===== src/rtl/pkt_bram_pkg.sv =====
// Shared definitions for the packet BRAM: geometry, header word layout,
// writer FSM encoding and header helpers used by writer and reader.
package pkt_bram_pkg;

    localparam int BRAM_ADDR_W   = 16;
    localparam int BRAM_DATA_W   = 64;
    localparam int PKT_SLOT_LOG2 = 5;
    localparam int HDR_CNT_W     = 6;

    // Writer FSM encoding
    localparam logic [1:0] ST_IDLE    = 2'd0;
    localparam logic [1:0] ST_PAYLOAD = 2'd1;
    localparam logic [1:0] ST_DROP    = 2'd2;
    localparam logic [1:0] ST_HEADER  = 2'd3;

    // Header word, MSB first: valid, err, word count, flow, protocol, len, pkt_num, zero pad
    typedef struct packed {
        logic                 valid;
        logic                 err;
        logic [HDR_CNT_W-1:0] cnt;
        logic [7:0]           flow_id;
        logic [7:0]           protocol;
        logic [7:0]           len;
        logic [2:0]           num;
        logic [28:0]          rsvd;
    } pkt_hdr_t;

    function automatic logic [BRAM_DATA_W-1:0] hdr_pack(input pkt_hdr_t h);
        return h;
    endfunction

    function automatic pkt_hdr_t hdr_unpack(input logic [BRAM_DATA_W-1:0] w);
        return w;
    endfunction

    // Payload words a packet of len bytes should occupy; a zero-length packet still carries one word
    function automatic logic [HDR_CNT_W-1:0] exp_words(input logic [7:0] len);
        if (len == 8'd0)
            return HDR_CNT_W'(1);
        return HDR_CNT_W'(({1'b0, len} + 9'd7) >> 3);
    endfunction

endpackage


===== src/rtl/pkt_bram_writer_if.sv =====
// Beat-serial packet stream: valid/ready handshake, sop/eop framing and
// per-packet metadata qualified by sop.
interface pkt_bram_writer_if;
    import pkt_bram_pkg::*;

    logic                   valid;
    logic                   ready;
    logic                   sop;
    logic                   eop;
    logic [BRAM_DATA_W-1:0] data;
    logic [7:0]             len;
    logic [2:0]             num;
    logic [7:0]             protocol;
    logic [7:0]             flow_id;

    modport master (output valid, sop, eop, data, len, num, protocol, flow_id, input ready);
    modport slave  (input valid, sop, eop, data, len, num, protocol, flow_id, output ready);

endinterface


===== src/rtl/pkt_bram_writer.sv =====
// Packet-to-BRAM store engine: writes each packet into a fixed slot of the
// packet BRAM, then commits it with a header word at offset 0 of the slot.
module pkt_bram_writer
    import pkt_bram_pkg::*;
#(
    parameter int ADDR_W    = BRAM_ADDR_W,
    parameter int DATA_W    = BRAM_DATA_W,
    parameter int SLOT_LOG2 = PKT_SLOT_LOG2
) (
    input  logic                          i_clk,
    input  logic                          i_rst,
    pkt_bram_writer_if.slave              pkt,
    input  logic                          i_slot_release,
    output logic                          o_bram_en,
    output logic                          o_bram_we,
    output logic [ADDR_W-1:0]             o_bram_addr,
    output logic [DATA_W-1:0]             o_bram_din,
    output logic                          o_commit_valid,
    output logic [ADDR_W-SLOT_LOG2-1:0]   o_commit_slot,
    output logic [ADDR_W-SLOT_LOG2:0]     o_slots_used,
    output logic [1:0]                    o_err_sticky
);

    localparam int SLOT_W = ADDR_W - SLOT_LOG2;
    localparam int USED_W = SLOT_W + 1;
    localparam logic [USED_W-1:0]    NUM_SLOTS = USED_W'(1) << SLOT_W;
    localparam logic [HDR_CNT_W-1:0] MAX_WORDS = HDR_CNT_W'((1 << SLOT_LOG2) - 1);

    logic [1:0]           state_q,        state_d;
    logic [SLOT_W-1:0]    wr_slot_q,      wr_slot_d;
    logic [HDR_CNT_W-1:0] cnt_q,          cnt_d;
    logic                 err_q,          err_d;
    logic [7:0]           len_q,          len_d;
    logic [2:0]           num_q,          num_d;
    logic [7:0]           proto_q,        proto_d;
    logic [7:0]           flow_q,         flow_d;
    logic [USED_W-1:0]    used_q,         used_d;
    logic [1:0]           err_sticky_q,   err_sticky_d;
    logic                 bram_en_q,      bram_en_d;
    logic                 bram_we_q,      bram_we_d;
    logic [ADDR_W-1:0]    bram_addr_q,    bram_addr_d;
    logic [DATA_W-1:0]    bram_din_q,     bram_din_d;
    logic                 commit_valid_q, commit_valid_d;
    logic [SLOT_W-1:0]    commit_slot_q,  commit_slot_d;

    logic                 ready;
    logic                 accept;
    logic                 reserve;
    logic                 rel_ok;
    logic [HDR_CNT_W-1:0] cnt_inc;
    logic                 hdr_err;
    pkt_hdr_t             hdr;

    // Ready: held low in reset and during the header bubble; a full ring blocks only new packets
    always_comb begin
        ready = 1'b0;
        if (i_rst) begin
            case (state_q)
                ST_IDLE:             ready = (used_q != NUM_SLOTS);
                ST_PAYLOAD, ST_DROP: ready = 1'b1;
                default:             ready = 1'b0;
            endcase
        end
    end

    assign pkt.ready = ready;
    assign accept    = pkt.valid & ready;
    assign cnt_inc   = cnt_q + HDR_CNT_W'(1);

    // Packet FSM, payload/header write register and commit pulse
    always_comb begin
        state_d        = state_q;
        wr_slot_d      = wr_slot_q;
        cnt_d          = cnt_q;
        err_d          = err_q;
        len_d          = len_q;
        num_d          = num_q;
        proto_d        = proto_q;
        flow_d         = flow_q;
        err_sticky_d   = err_sticky_q;
        bram_en_d      = 1'b0;
        bram_we_d      = 1'b0;
        bram_addr_d    = bram_addr_q;
        bram_din_d     = bram_din_q;
        commit_valid_d = 1'b0;
        commit_slot_d  = commit_slot_q;
        reserve        = 1'b0;
        hdr_err        = err_q | (exp_words(len_q) != cnt_q);
        hdr            = '{valid: 1'b1, err: hdr_err, cnt: cnt_q, flow_id: flow_q,
                           protocol: proto_q, len: len_q, num: num_q, rsvd: '0};

        case (state_q)
            ST_IDLE: begin
                if (accept && pkt.sop) begin
                    // sop beat reserves the slot and is payload word 1
                    reserve     = 1'b1;
                    len_d       = pkt.len;
                    num_d       = pkt.num;
                    proto_d     = pkt.protocol;
                    flow_d      = pkt.flow_id;
                    err_d       = 1'b0;
                    cnt_d       = HDR_CNT_W'(1);
                    bram_en_d   = 1'b1;
                    bram_we_d   = 1'b1;
                    bram_addr_d = {wr_slot_q, SLOT_LOG2'(1)};
                    bram_din_d  = pkt.data;
                    state_d     = pkt.eop ? ST_HEADER : ST_PAYLOAD;
                end else if (accept) begin
                    // stray beat outside a packet: swallow it and flag
                    err_sticky_d[0] = 1'b1;
                end
            end
            ST_PAYLOAD: begin
                if (accept) begin
                    cnt_d       = cnt_inc;
                    bram_en_d   = 1'b1;
                    bram_we_d   = 1'b1;
                    bram_addr_d = {wr_slot_q, cnt_inc[SLOT_LOG2-1:0]};
                    bram_din_d  = pkt.data;
                    if (pkt.sop)
                        err_d = 1'b1;
                    if (pkt.eop)
                        state_d = ST_HEADER;
                    else if (cnt_inc == MAX_WORDS)
                        state_d = ST_DROP;
                end
            end
            ST_DROP: begin
                // slot is full: remaining beats are consumed but not stored
                err_d = 1'b1;
                if (accept && pkt.eop)
                    state_d = ST_HEADER;
            end
            default: begin
                bram_en_d       = 1'b1;
                bram_we_d       = 1'b1;
                bram_addr_d     = {wr_slot_q, SLOT_LOG2'(0)};
                bram_din_d      = hdr_pack(hdr);
                err_sticky_d[0] = err_sticky_q[0] | hdr_err;
                commit_valid_d  = 1'b1;
                commit_slot_d   = wr_slot_q;
                wr_slot_d       = wr_slot_q + SLOT_W'(1);
                state_d         = ST_IDLE;
            end
        endcase

        // Slot occupancy: release at zero is ignored and flagged
        rel_ok = i_slot_release && (used_q != '0);
        if (i_slot_release && (used_q == '0))
            err_sticky_d[1] = 1'b1;
        used_d = used_q;
        if (reserve && !rel_ok)
            used_d = used_q + USED_W'(1);
        else if (!reserve && rel_ok)
            used_d = used_q - USED_W'(1);
    end

    // State registers; reset abandons any open slot and restarts the ring at slot 0
    always_ff @(posedge i_clk or negedge i_rst) begin
        if (!i_rst) begin
            state_q        <= ST_IDLE;
            wr_slot_q      <= '0;
            cnt_q          <= '0;
            err_q          <= 1'b0;
            len_q          <= '0;
            num_q          <= '0;
            proto_q        <= '0;
            flow_q         <= '0;
            used_q         <= '0;
            err_sticky_q   <= '0;
            bram_en_q      <= 1'b0;
            bram_we_q      <= 1'b0;
            bram_addr_q    <= '0;
            bram_din_q     <= '0;
            commit_valid_q <= 1'b0;
            commit_slot_q  <= '0;
        end else begin
            state_q        <= state_d;
            wr_slot_q      <= wr_slot_d;
            cnt_q          <= cnt_d;
            err_q          <= err_d;
            len_q          <= len_d;
            num_q          <= num_d;
            proto_q        <= proto_d;
            flow_q         <= flow_d;
            used_q         <= used_d;
            err_sticky_q   <= err_sticky_d;
            bram_en_q      <= bram_en_d;
            bram_we_q      <= bram_we_d;
            bram_addr_q    <= bram_addr_d;
            bram_din_q     <= bram_din_d;
            commit_valid_q <= commit_valid_d;
            commit_slot_q  <= commit_slot_d;
        end
    end

    assign o_bram_en      = bram_en_q;
    assign o_bram_we      = bram_we_q;
    assign o_bram_addr    = bram_addr_q;
    assign o_bram_din     = bram_din_q;
    assign o_commit_valid = commit_valid_q;
    assign o_commit_slot  = commit_slot_q;
    assign o_slots_used   = used_q;
    assign o_err_sticky   = err_sticky_q;

endmodule

===== src/flat_wrapper.sv =====
// flat-port wrapper written by rule: the top's interface ports become plain ports
module pkt_bram_writer_flat import pkt_bram_pkg::*;
#(
    parameter int ADDR_W    = BRAM_ADDR_W,
    parameter int DATA_W    = BRAM_DATA_W,
    parameter int SLOT_LOG2 = PKT_SLOT_LOG2
)
  (i_clk, i_rst, i_slot_release, o_bram_en, o_bram_we, o_bram_addr, o_bram_din, o_commit_valid, o_commit_slot, o_slots_used, o_err_sticky, pkt_valid, pkt_sop, pkt_eop, pkt_data, pkt_len, pkt_num, pkt_protocol, pkt_flow_id, pkt_ready);
  pkt_bram_writer_if pkt_i ();
  input  logic i_clk;
  input  logic i_rst;
  input  logic i_slot_release;
  output logic o_bram_en;
  output logic o_bram_we;
  output logic [ADDR_W-1:0] o_bram_addr;
  output logic [DATA_W-1:0] o_bram_din;
  output logic o_commit_valid;
  output logic [ADDR_W-SLOT_LOG2-1:0] o_commit_slot;
  output logic [ADDR_W-SLOT_LOG2:0] o_slots_used;
  output logic [1:0] o_err_sticky;
  input wire logic [$bits(pkt_i.valid)-1:0] pkt_valid;
  input wire logic [$bits(pkt_i.sop)-1:0] pkt_sop;
  input wire logic [$bits(pkt_i.eop)-1:0] pkt_eop;
  input wire logic [$bits(pkt_i.data)-1:0] pkt_data;
  input wire logic [$bits(pkt_i.len)-1:0] pkt_len;
  input wire logic [$bits(pkt_i.num)-1:0] pkt_num;
  input wire logic [$bits(pkt_i.protocol)-1:0] pkt_protocol;
  input wire logic [$bits(pkt_i.flow_id)-1:0] pkt_flow_id;
  output wire logic [$bits(pkt_i.ready)-1:0] pkt_ready;
  assign pkt_i.valid = pkt_valid;
  assign pkt_i.sop = pkt_sop;
  assign pkt_i.eop = pkt_eop;
  assign pkt_i.data = pkt_data;
  assign pkt_i.len = pkt_len;
  assign pkt_i.num = pkt_num;
  assign pkt_i.protocol = pkt_protocol;
  assign pkt_i.flow_id = pkt_flow_id;
  assign pkt_ready = pkt_i.ready;
  pkt_bram_writer #(.ADDR_W(ADDR_W), .DATA_W(DATA_W), .SLOT_LOG2(SLOT_LOG2)) u_core (.i_clk(i_clk), .i_rst(i_rst), .pkt(pkt_i), .i_slot_release(i_slot_release), .o_bram_en(o_bram_en), .o_bram_we(o_bram_we), .o_bram_addr(o_bram_addr), .o_bram_din(o_bram_din), .o_commit_valid(o_commit_valid), .o_commit_slot(o_commit_slot), .o_slots_used(o_slots_used), .o_err_sticky(o_err_sticky));
endmodule

===== config.mk =====
export PLATFORM = sky130hd
export DESIGN_NAME = pkt_bram_writer_flat
export DESIGN_NICKNAME = d
export VERILOG_FILES = /design/src/rtl/pkt_bram_pkg.sv /design/src/rtl/pkt_bram_writer_if.sv /design/src/rtl/pkt_bram_writer.sv /design/src/flat_wrapper.sv
export SDC_FILE = /design/constraint.sdc
export NUM_CORES = 1
export LEC_CHECK = 0
export ABC_AREA = 1
export BUFFER_PORTS_ARGS = -buffer_cell sky130_fd_sc_hd__buf_2
export CAP_MARGIN = 20
export CORE_ASPECT_RATIO = 1.2
export CORE_MARGIN = 1.5
export CORE_UTILIZATION = 49
export DETAILED_ROUTE_END_ITERATION = 8
export PLACE_DENSITY = 0.81
export SETUP_SLACK_MARGIN = 0.3
export SLEW_MARGIN = 40
export SYNTH_ARGS = -nofsm -noshare
export SYNTH_HDL_FRONTEND = slang
export SYNTH_SLANG_ARGS = --single-unit
export TNS_END_PERCENT = 30

===== constraint.sdc =====
create_clock -name i_clk -period 5 [get_ports i_clk]
set_clock_uncertainty 0.05 [all_clocks]
set_input_delay 1 -clock i_clk [delete_from_list [all_inputs] [get_ports i_clk]]
set_output_delay 1 -clock i_clk [all_outputs]
set_load 0.1 [all_outputs]

==> results, run 1 <==
- The number of cells on the worst hold path is 2.
- The mean post-synth cell area is 7.85 um^2.
- In this run the worst hold path is classified as flip-flop to flip-flop.
- For this configuration, the core starts out at a cell density of 0.497.
- The final-layout fill cell count is 1,351.
- The share of synthesized area occupied by flip-flops and latches is 0.520.
- The total standard cell area after synthesis is between 7000 and 8000 um^2.
- The final setup violation count is 0.
- The floorplan step defined a core boundary enclosing approximately 15,000 um^2.
- The cell at the root of the clock tree is clkbuf_16.
- The endpoint class of the critical path is a flip-flop.
- The CTS H-tree depth is 4.
- The unique cell type count in the Yosys netlist is 36.
- The final wirelength is approximately 18,000 um.
- For the worst setup path, the data required time is 5.26 ns.
- The number of hold-repair buffers added at the cts stage is 0.
- For this run, the number of Yosys warnings is 0.
- After detailed routing, the number of remaining DRC violations is 0.
- For the worst-skew pair, the clock arrives at the later sink with an insertion delay of around 0.43 ns.
- The critical hold path startpoint is u_core.o_err_sticky[0].
- The count of final hold-check violations is 0.
- The endpoint arrival time on the critical path is ~4 ns.
- The antenna diode count is 0.
- Clock-pin slew was measured on the worst setup and hold paths at roughly 0.060 ns.
- The first detailed-routing pass ran for 5 iterations.
- The total of flip-flops plus latches after synthesis is about 150.
- The worst register-to-register path begins at u_core.state_q[0].
- The global-route wire length before repair is approximately 29,000 um.
- The number of sinks handled by clock tree synthesis is 154.
- In this run the critical register-to-register path is captured at u_core.o_slots_used[11].
- In this run the worst path has a maximum fanout of 18.
- The post-cts repair resize count is 0.
- The die covers about 16,000 um^2.
- The worst register-to-register path has a depth of 19.
- Synthesis produced a netlist with a net count of around 1,100.
- Synthesis produced a netlist whose cell count is around 940.
- Setup total negative slack on the finished layout was measured at 0 ns.
- Global routing finished with a remaining overflow of 0.
- After layout, the worst setup slack is between 1 and 1.5 ns.
- The number of clock buffers added by TritonCTS is 17.
- In the final layout, the multi-input gates occupy between 3000 and 4000 um^2.
- In the routed layout, each cell is associated on average with a via count of between 4 and 5.
- The worst relative slew slack is 0.524.
- The HPWL after detailed placement is around 13,000 um.
- The post-synthesis to final-layout area growth is 24.3%.
- The worst hold path terminates at u_core.o_err_sticky[0].
- Buffers placed on the I/O ports in this run total between 200 and 250.
- The part of the cycle the worst path needs is 0.743.
- After routing the design area is roughly 9200 um^2.
- The number of setup buffers added after CTS is 0.
- The die is 115 um wide.
- The net count reported at finish is ~1,300.
- In this run the remaining antenna-violating nets after routing total 0.
- The flow ran to the end, and the final reports show no timing, DRC or antenna violations.
- TritonCTS built the clock tree.
- The buffer levels on the longest clock path is 2.
- The startpoint-to-endpoint class of the critical path is flip-flop to flip-flop.
- The pin count of the biggest net entering global routing is 80.
- The area used by sequential logic in the layout is approximately 3900 um^2.
- The setup slack of the most critical reg-to-reg path is 1.28 ns.
- The post-layout instance count excluding filler cells is 1,360.
- The per-cell routed wire length is 13.5 um.
- The critical path startpoint category is a flip-flop.
- Derived from the worst setup path, the maximum achievable clock frequency is 269 MHz.
- The chip height is approximately 140 um.
- The first routing iteration left ~440 violations.
- Tracing the worst setup path back leads to its startpoint at u_core.state_q[0].
- The placer's final routability congestion estimate is approximately 0.86.
- For this block, the via count after detailed routing is approximately 6,700.
- The number of top-level pins is 206.
- The initial antenna violation count is 0.
- The number of global-route vias before repair is around 6,000.
- The placed instance count is approximately 1,300.
- Timing analysis after detailed placement gives a worst setup slack of approximately 1.2 ns.
- The worst path in the final design needs a cycle of around 3.7 ns, including I/O delays and setup.
- The final max-slew violation count is 0.
- The total of max-cap violations is 0.
- The layout cell share with drive strength beyond 1 is 0.227.
- Setup repair after global routing left no endpoint under its margin.
- The placed standard-cell area is 8640 um^2.
- In the global route stage, overall resource usage came out at 0.234.
- For the pin with the worst max-slew slack, the measured transition is between 0.7 and 0.8 ns.
- The site row count is 49.
synthesized netlist by cell type, drive strengths merged:
cell	n	area [um^2]
ha	18	225
o21a	1	7.51
clkbuf	13	48.8
xnor2	5	43.8
fa	1	20.0
nand2	490	1850
inv	54	203
a31o	1	8.76
a211oi	1	7.51
a21oi	21	105
o21bai	2	15.0
nand3	32	190
nor2	38	153
dfrtp	154	3850
buf	22	166
o211ai	2	15.0
nand3b	1	7.51
clkinv	2	7.51
nor4	1	6.26
xor2	8	70.1
or2	3	18.8
nand4	10	62.6
a21o	1	7.51
nor3	4	20.0
o21ai	59	295
worst max-delay path: stages, from the launching register on:
cell and delay, ns:
dfrtp_1 0.38, ha_1 0.60, nor2_1 0.22, nand3_4 0.17, nor2_1 0.05, nand2_1 0.09, inv_2 0.05, ha_1 0.19
inv_1 0.34, ha_1 0.38, a21oi_1 0.18, nand2_1 0.11, nand2_1 0.07, nand3b_1 0.10, nand2_1 0.08, nand2_1 0.08
a21oi_1 0.17, o21ai_0 0.12, nand2_1 0.09, nand2_1 0.05
worst max-delay path by stage:
stage | to | slack [ns] | depth (start not counted)
finish | u_core.o_slots_used[11] | 1.28 | 19
global route | u_core.o_slots_used[11] | 0.87 | 19
CTS | u_core.o_slots_used[11] | 1.29 | 19
detailed placement | u_core.o_slots_used[11] | 1.23 | 20
global placement | u_core.o_slots_used[11] | 1.33 | 20
floorplan | u_core.o_slots_used[11] | 1.27 | 24
cell type report:
class | count | area share
repair buffers | 215 | 0.128
well taps | 204 | 0.0277
flip-flops and latches | 154 | 0.419
clock buffers | 17 | 0.0462
clock inverters | 15 | 0.0149
multi-input cells | 699 | 0.342
inverters | 56 | 0.0228
layer usage:
metal,share of wire,vias up,track usage
met5,0,-,0
met4,0.028,0,0.102
met3,0.040,36,0.0484
met2,0.50,172,0.392
met1,0.43,3121,0.295
li1,-,3355,-
placed cells by master, fill, tap and decap left out, drive strengths merged, types with 2 or more instances in the layout:
cell,netlist,final
nand2,490,490
buf,22,215
dfrtp,154,154
inv,54,60
o21ai,59,59
nor2,38,38
nand3,32,32
a21oi,21,21
ha,18,18
clkbuf,13,17
nand4,10,10
clkinv,2,9
xor2,8,8
xnor2,5,5
nor3,4,4
or2,3,3
o211ai,2,2
o21bai,2,2
clkinvlp,0,2
metrics by stage:
step / utilization / hold slack [ns]
finish: 0.618 / 0.413
global route: 0.618 / 0.433
global placement: 0.573 / 0.394
CTS: 0.618 / 0.419
floorplan: - / 0.392
detailed placement: 0.580 / 0.402
logic make-up after synthesis:
logic type                 Yosys count  synth area share
DFF                                154             0.520
and+or+nand+nor                    579             0.312
xor gates and xnor gates            13            0.0154
buffers and inverters               91            0.0574
adders and majority gates           19            0.0331
AOI/OAI and AO/OA                   88            0.0623
flip-flops by register name, indices dropped and copies added, names as in the netlist:
name                   cells
u_core.o_bram_din         64
u_core.o_bram_addr        16
u_core.o_slots_used       12
u_core.o_commit_slot      11
u_core.wr_slot_q          11
u_core.flow_q              8
u_core.len_q               8
u_core.proto_q             8
u_core.cnt_q               6
u_core.num_q               3
u_core.o_err_sticky        2
u_core.state_q             2
u_core.err_q               1
u_core.o_bram_en           1
u_core.o_commit_valid      1
Power of run 1 is left out: the tool's default activity adds up to more than one toggle a clock period on the data nets, which glitch-free logic cannot reach.
==> inputs of run 2 (changes only) <==
--- a/config.mk
+++ b/config.mk
@@ -10,9 +10,9 @@
 export CAP_MARGIN = 20
 export CORE_ASPECT_RATIO = 1.2
 export CORE_MARGIN = 1.5
-export CORE_UTILIZATION = 49
+export CORE_UTILIZATION = 48
 export DETAILED_ROUTE_END_ITERATION = 8
-export PLACE_DENSITY = 0.81
+export PLACE_DENSITY = 0.82
 export SETUP_SLACK_MARGIN = 0.3
 export SLEW_MARGIN = 40
 export SYNTH_ARGS = -nofsm -noshare
==> constraint.sdc (replaced) <==
create_clock -name i_clk -period 3.4 [get_ports i_clk]
set_clock_uncertainty 0.05 [all_clocks]
set_input_delay 0.68 -clock i_clk [delete_from_list [all_inputs] [get_ports i_clk]]
set_output_delay 0.68 -clock i_clk [all_outputs]
set_load 0.1 [all_outputs]
==> run 2 against run 1 <==
  * Design area rose by 2.9%
  * Worst hold slack got worse by 0.15 ns
  * Die area rose by 2.0%
  * Register-to-register slack got worse by 0.88 ns
  * Maximum frequency rose by 24%
  * Setup slack got worse by 0.88 ns
  * Critical path depth fell by 1
  * Via count rose by 2.0%
  * Highest routed layer is now met5
==> results, run 2 (same netlist as run 1, synthesis figures left out) <==
- The worst path needs roughly 3 ns of the cycle, external delays included.
- The worst relative slew slack is 0.584.
- The endpoint class of the critical path is a flip-flop.
- Across all layers, the routed design uses ~7,000 vias.
- The startpoint identified for the worst register-to-register timing path is u_core.state_q[0].
- The setup slack of the most critical reg-to-reg path is just over 0.4 ns.
- The final-layout fill cell count is roughly 1,300.
- The measured slew at the worst slew-check pin is between 0.6 and 0.7 ns.
- The summed negative setup slack over all endpoints is 0 ns.
- The worst reg-to-reg path cell count is 18.
- The number of sinks handled by clock tree synthesis is about 150.
- The insertion delay to the later sink of the worst-skew pair is around 0.43 ns.
- The post-CTS clock slew at the launch and capture registers of the worst setup and hold paths is roughly 0.06 ns.
- The global-route wire length before repair is 31,400 um.
- The wire-length estimate of the detail-placed layout is about 13,000 um.
- The final max-slew violation count is 0.
- The number of CTS-inserted buffers is 17.
- The most common cell after layout, fill and taps aside is nand2_1.
- The congestion estimate from routability-driven global placement came to around 0.9.
- The number of detailed-routing iterations run before antenna repair is 5.
- The global-route usage over all layers is 0.248.
- The number of global-route vias before repair was ~6,500.
- The total of max-cap violations is 0.
- Setup repair after global routing could not meet its margin everywhere.
- The endpoint arrival time on the critical path is between 3 and 4 ns.
- The standard cell core area is approximately 15,000 um^2.
- In this run the worst path has a maximum fanout of 7.
- At the worst endpoint, the required time is 3.66 ns.
- Setup violations remaining at the end of the flow were counted as 0.
- The site row count is 49.
- CTS built an H-tree with a depth of 4.
- The number of vias per cell is between 4 and 5.
- The cell at the root of the clock tree is clkbuf_16.
- The pin count of the biggest net entering global routing is 155.
- The net count of the finished layout is between 1,000 and 1,500.
- The worst flop-to-flop path endpoint is u_core.o_slots_used[6].
- The number of routed nets with antenna violations is 0.
- The buffer levels on the longest clock path is 2.
- The critical path is of the flip-flop to flip-flop type.
- The number of top-level pins is 206.
- Summed over all layers, the routed wires come to 19,300 um.
- The register with the most flip-flops in the layout has between 60 and 70 of them.
- The flow ran to the end, and the final reports show no timing, DRC or antenna violations.
- After detailed routing, the number of remaining DRC violations is 0.
- Leaving out fill and tap cells, the most frequent cells in the layout are nand2_1 (486), buf_2 (203), dfrtp_1 (142), o21ai_0 (56), inv_1 (51).
- The initial antenna violation count came to 4.
- The number of design-rule violations left by the first detailed-router iteration is between 400 and 500.
- For this run the aggregate overflow at the end of global routing stands at 0.
- The layout cell share with drive strength beyond 1 is 0.253.
- The die covers between 15,000 and 20,000 um^2.
- In this run the worst setup path begins at u_core.state_q[0].
- The die is about 120 um wide.
- The clock tree from TritonCTS is done.
- The maximum clock rate is between 300 and 400 MHz.
- The number of buffer cells added on primary ports is roughly 210.
- The initial standard-cell utilization of the core is 0.493.
- The part of the cycle the worst path needs is 0.881.
- The class of the most critical hold timing path is input pin to async pin.
- The chip height is 139 um.
- The worst setup path is launched from a flip-flop.
- After detailed routing, the average wire length per cell comes to 14.1 um.
- The post-synthesis to final-layout area growth is 27.9%.
- The critical path ends at u_core.o_slots_used[6].
- The count of final hold-check violations is 0.
## run 2: cell count changes in the layout (fill, tap and decap cells not counted), moves of 3 or more
cell | before | now
dfrtp_1 | 154 | 142
dfrtp_4 | 0 | 11
buf_4 | 4 | 12
ha_1 | 18 | 10
ha_4 | 0 | 8
a21oi_1 | 21 | 17
bufinv_16 | 0 | 4
a21oi_2 | 0 | 3
clkbuf_1 | 0 | 3
clkinv_2 | 3 | 0
nor2_2 | 1 | 4
## run 2: per-layer routing
layer | share of wire | vias to the layer above | track usage | wire length [um]
met2 | 0.50 | 201 | 0.411 | 9700
met4 | 0.030 | 4 | 0.110 | 580
li1 | - | 3363 | - | -
met1 | 0.42 | 3196 | 0.304 | 8030
met5 | 0.0013 | - | 0 | 25
met3 | 0.049 | 51 | 0.0616 | 941
## run 2: final cells by class
type	instances	area, um^2	share of cell area
flip-flops and latches	154	3900	0.411
multi-input cells	699	3280	0.346
repair buffers	219	1180	0.125
clock buffers	20	437	0.0461
well taps	204	255	0.0269
inverters	56	223	0.0235
clock inverters	12	188	0.0198
repair inverters	1	8.76	0.000924
diodes	2	5.00	0.000528
## run 2: repair_timing
action,4_1_cts,5_1_grt
gates resized for setup,0,11
hold buffers,0,0
setup buffers,0,2
endpoints found under the setup margin,0,7
## run 2: how the worst min path moves through the flow
stage,startpoint,end,slack [ns]
4_1_cts,pkt_data[14],u_core.o_bram_din[14],0.38
3_5_place_dp,u_core.o_bram_addr[3],u_core.o_bram_addr[3],0.41
3_3_place_gp,u_core.o_err_sticky[0],u_core.o_err_sticky[0],0.40
2_1_floorplan,i_rst,u_core.cnt_q[0],0.33
5_1_grt,i_rst,u_core.o_bram_din[28],0.29
6_report,i_rst,u_core.o_bram_din[56],0.26
## run 2: metrics by stage
step	instances	setup WS (ns)	hold slack, ns	utilization	instance area (um^2)
after floorplan	944	0.302	0.334	-	7560
after global placement	1329	0.389	0.400	0.582	8750
after detailed placement	1329	0.341	0.409	0.582	8750
after CTS	1361	0.328	0.380	0.624	9370
after global routing	1367	0.181	0.292	0.631	9480
final	1367	0.405	0.263	0.631	9480
## run 2: worst max-delay path, stage by stage, from the launching register on
cell	delay, ns
dfrtp_1	0.39
inv_1	0.10
ha_4	0.27
inv_1	0.06
nand2_2	0.10
nand3_4	0.10
nor2_1	0.10
nand2_1	0.08
inv_2	0.09
ha_4	0.20
clkinv_8	0.10
fa_2	0.38
nand3_1	0.13
a21oi_1	0.10
nor2_1	0.15
inv_1	0.07
or2_2	0.27
nand3_1	0.08
nand2_1	0.05
Power of run 2 is left out for the same reason.
==> inputs of run 3 (changes only) <==
--- a/config.mk
+++ b/config.mk
@@ -10,9 +10,9 @@
 export CAP_MARGIN = 20
 export CORE_ASPECT_RATIO = 1.2
 export CORE_MARGIN = 1.5
-export CORE_UTILIZATION = 48
+export CORE_UTILIZATION = 49
 export DETAILED_ROUTE_END_ITERATION = 8
-export PLACE_DENSITY = 0.82
+export PLACE_DENSITY = 0.81
 export SETUP_SLACK_MARGIN = 0.3
 export SLEW_MARGIN = 40
 export SYNTH_ARGS = -nofsm -noshare
==> constraint.sdc (replaced) <==
create_clock -name i_clk -period 2.9 [get_ports i_clk]
set_clock_uncertainty 0.05 [all_clocks]
set_input_delay 0.58 -clock i_clk [delete_from_list [all_inputs] [get_ports i_clk]]
set_output_delay 0.58 -clock i_clk [all_outputs]
set_load 0.1 [all_outputs]
==> run 3 against run 2 <==
  * Sequential share of layout area decreased by 1.3 points
  * Maximum frequency rose by 6.3%
  * Routed wire length up 2.1%
  * Critical path depth increased by 3
  * First-iteration DRC count is 12% higher
  * Global-route usage increased by 0.40 points
  * Setup slack lost 0.32 ns
  * Flip-flop and latch count unchanged
==> results, run 3 (same netlist as run 1, synthesis figures left out) <==
- The run finished with clean final reports.
- Max-cap violations in this run came to 0.
- The most critical setup path has its startpoint at u_core.o_slots_used[7].
- The clock net in this run drives a total of 154 sinks.
- For the pin with the worst max-slew slack, the measured transition is a little over 0.5 ns.
- Data on the critical path arrives at its endpoint at around 3.1 ns.
- The startpoint of the worst-slack reg-to-reg timing path is u_core.o_slots_used[7].
- Pin placement for this block handled just over 200 I/O pins.
- The setup check on the worst reg-to-reg path leaves a slack of between 0.08 and 0.09 ns.
- After global routing the overflow that remains totals 0.
- The post-CTS clock slew at the launch and capture registers of the worst setup and hold paths is roughly 0.070 ns.
- The chip height is around 140 um.
- The initial standard-cell utilization of the core is 0.497.
- The pre-CTS worst setup slack is 0.0197 ns.
- The first global-routing pass estimated 31,300 um of wire.
- In the final routed layout, each cell accounts on average for about 14 um.
- The placed standard-cell area is 8830 um^2.
- For the worst-skew pair, the clock arrives at the later sink with an insertion delay of ~0.43 ns.
- In the layout the commonest cells are nand2_1 (478), buf_2 (203), dfrtp_1 (142), o21ai_0 (51), inv_1 (46).
- The required time of the worst setup path is roughly 3.2 ns.
- For this block, the initial DRC count from the detailed router was between 500 and 600.
- The number of global-route vias before repair is ~6,500.
- The maximum clock rate is 355 MHz.
- The worst reg-to-reg path cell count is 21.
- Across every metal layer, demand over resource in global routing totals 0.252.
- The endpoint class of the critical path is a flip-flop.
- The count of final hold-check violations was 0.
- The final wirelength is 19,700 um.
- In this run the critical register-to-register path is captured at u_core.o_slots_used[11].
- The total area inside the core boundary comes to between 10,000 and 15,000 um^2.
- In this run the core area contains ~50 standard-cell rows.
- The HPWL after detailed placement is around 13,000 um.
- In this run the worst setup path terminates at u_core.o_slots_used[11].
- The placer's final routability congestion estimate is slightly below 0.9.
- The final max-slew violation count is 0.
- The die covers 15,900 um^2.
- The number of vias per cell is just under 5.
- The class of the most critical hold timing path is input pin to async pin.
- The detailed-routed wire length on met3 is 921 um.
- After layout, the worst setup slack is 0.0814 ns.
- The layout cell share with drive strength beyond 1 is 0.295.
- The final non-filler cell area is between 9000 and 10,000 um^2.
- The cell at the root of the clock tree is clkbuf_16.
- After detailed routing, the wire length on met1 is roughly 8400 um.
- Setup repair after global routing could not meet its margin everywhere.
- The uppermost layer routed is met4.
- The final setup violation count is 0.
- The clock tree from TritonCTS is done.
- After the last flow step, the layout net total stands at about 1,300.
- The worst relative slew slack is 0.654.
- The number of buffer cells added on primary ports is just over 200.
- The most common cell after layout, fill and taps aside is nand2_1.
- Setup total negative slack on the finished layout was measured at 0 ns.
- The die span in x is about 120 um.
- Along the worst path, the maximum fanout reaches 6.
- The first detailed-routing pass ran for 5 iterations.
- The flip-flop count of the largest register after layout is 64.
- The critical path is of the flip-flop to flip-flop type.
- In the routed design, unresolved DRC markers number 0.
- The post-synthesis to final-layout area growth is 32.0%.
- Counting along the longest clock path gives a buffer depth of 2.
- Wire segments on met2 add up to about 9900 um in the final route.
- Counting the buffers created by CTS gives 17.
- The pin count of the biggest net entering global routing is about 160.
- Once detail routing completed, the nets flagged for antenna violations numbered 0.
- The CTS H-tree depth is 4.
- The minimum period implied by the final worst setup slack is 2.82 ns.
- The worst setup path is launched from a flip-flop.
- Of the available clock period, the critical path in the final layout requires 0.972.
- The vias after detailed routing is between 6,000 and 7,000.
- The initial antenna violation count was 1.
==> run 3: changes by cell type in the layout (fill, tap and decap cells not counted), sizes merged <==
cell	delta
inv	+7
clkbuf	-2
bufinv	-3
buf	+24
clkinv	-1
clkinvlp	-1
diode	-1
==> run 3: final cells by class <==
cell class	count	area [um^2]
fillers	1266	5110
flip-flops and latches	154	3900
multi-input cells	699	3430
repair buffers	243	1390
clock buffers	18	439
well taps	204	255
inverters	56	223
clock inverters	14	144
repair inverters	1	8.76
diodes	1	2.50
==> run 3: repair_timing <==
item | CTS | global route
gates resized for setup | 18 | 33
pin swaps | 11 | 20
hold buffers | 0 | 0
gates cloned | 1 | 0
endpoints found under the setup margin | 7 | 11
setup buffers | 12 | 6
==> run 3: critical path: stages (launching register included) <==
cell      delay (ns)
dfrtp_4         0.51
nor2_4          0.12
nand2_4         0.09
nor2_2          0.10
nand2_1         0.07
nand2_2         0.06
nand2_2         0.07
nand3_4         0.06
nor2_1          0.04
nand2_1         0.09
inv_2           0.06
ha_4            0.20
inv_12          0.09
ha_4            0.21
a21oi_1         0.19
o21bai_1        0.09
a21oi_1         0.15
nand2_2         0.10
a21oi_2         0.15
o21ai_1         0.08
nand2_1         0.07
nand2_1         0.05
==> run 3: stage by stage <==
step                cells   util  hold WS (ns)
floorplan             944      -         0.234
global placement     1337  0.593         0.398
detailed placement   1337  0.593         0.406
CTS                  1382  0.643         0.279
global route         1390  0.657         0.142
finish               1390  0.657         0.113
==> run 3: worst min-delay path by stage <==
stage | end | startpoint
CTS | u_core.o_bram_din[22] | pkt_data[22]
global route | u_core.o_bram_din[17] | i_rst
global placement | u_core.o_err_sticky[0] | u_core.o_err_sticky[0]
floorplan | u_core.cnt_q[0] | i_rst
finish | u_core.o_bram_din[17] | i_rst
detailed placement | u_core.o_err_sticky[0] | u_core.o_err_sticky[0]
==> run 3: layer usage <==
metal | global-route usage | vias to the layer above
li1 | - | 3402
met1 | 0.327 | 3250
met2 | 0.417 | 213
met3 | 0.0532 | 33
met4 | 0.0953 | 0
met5 | 0 | -
Power of run 3 is left out for the same reason.
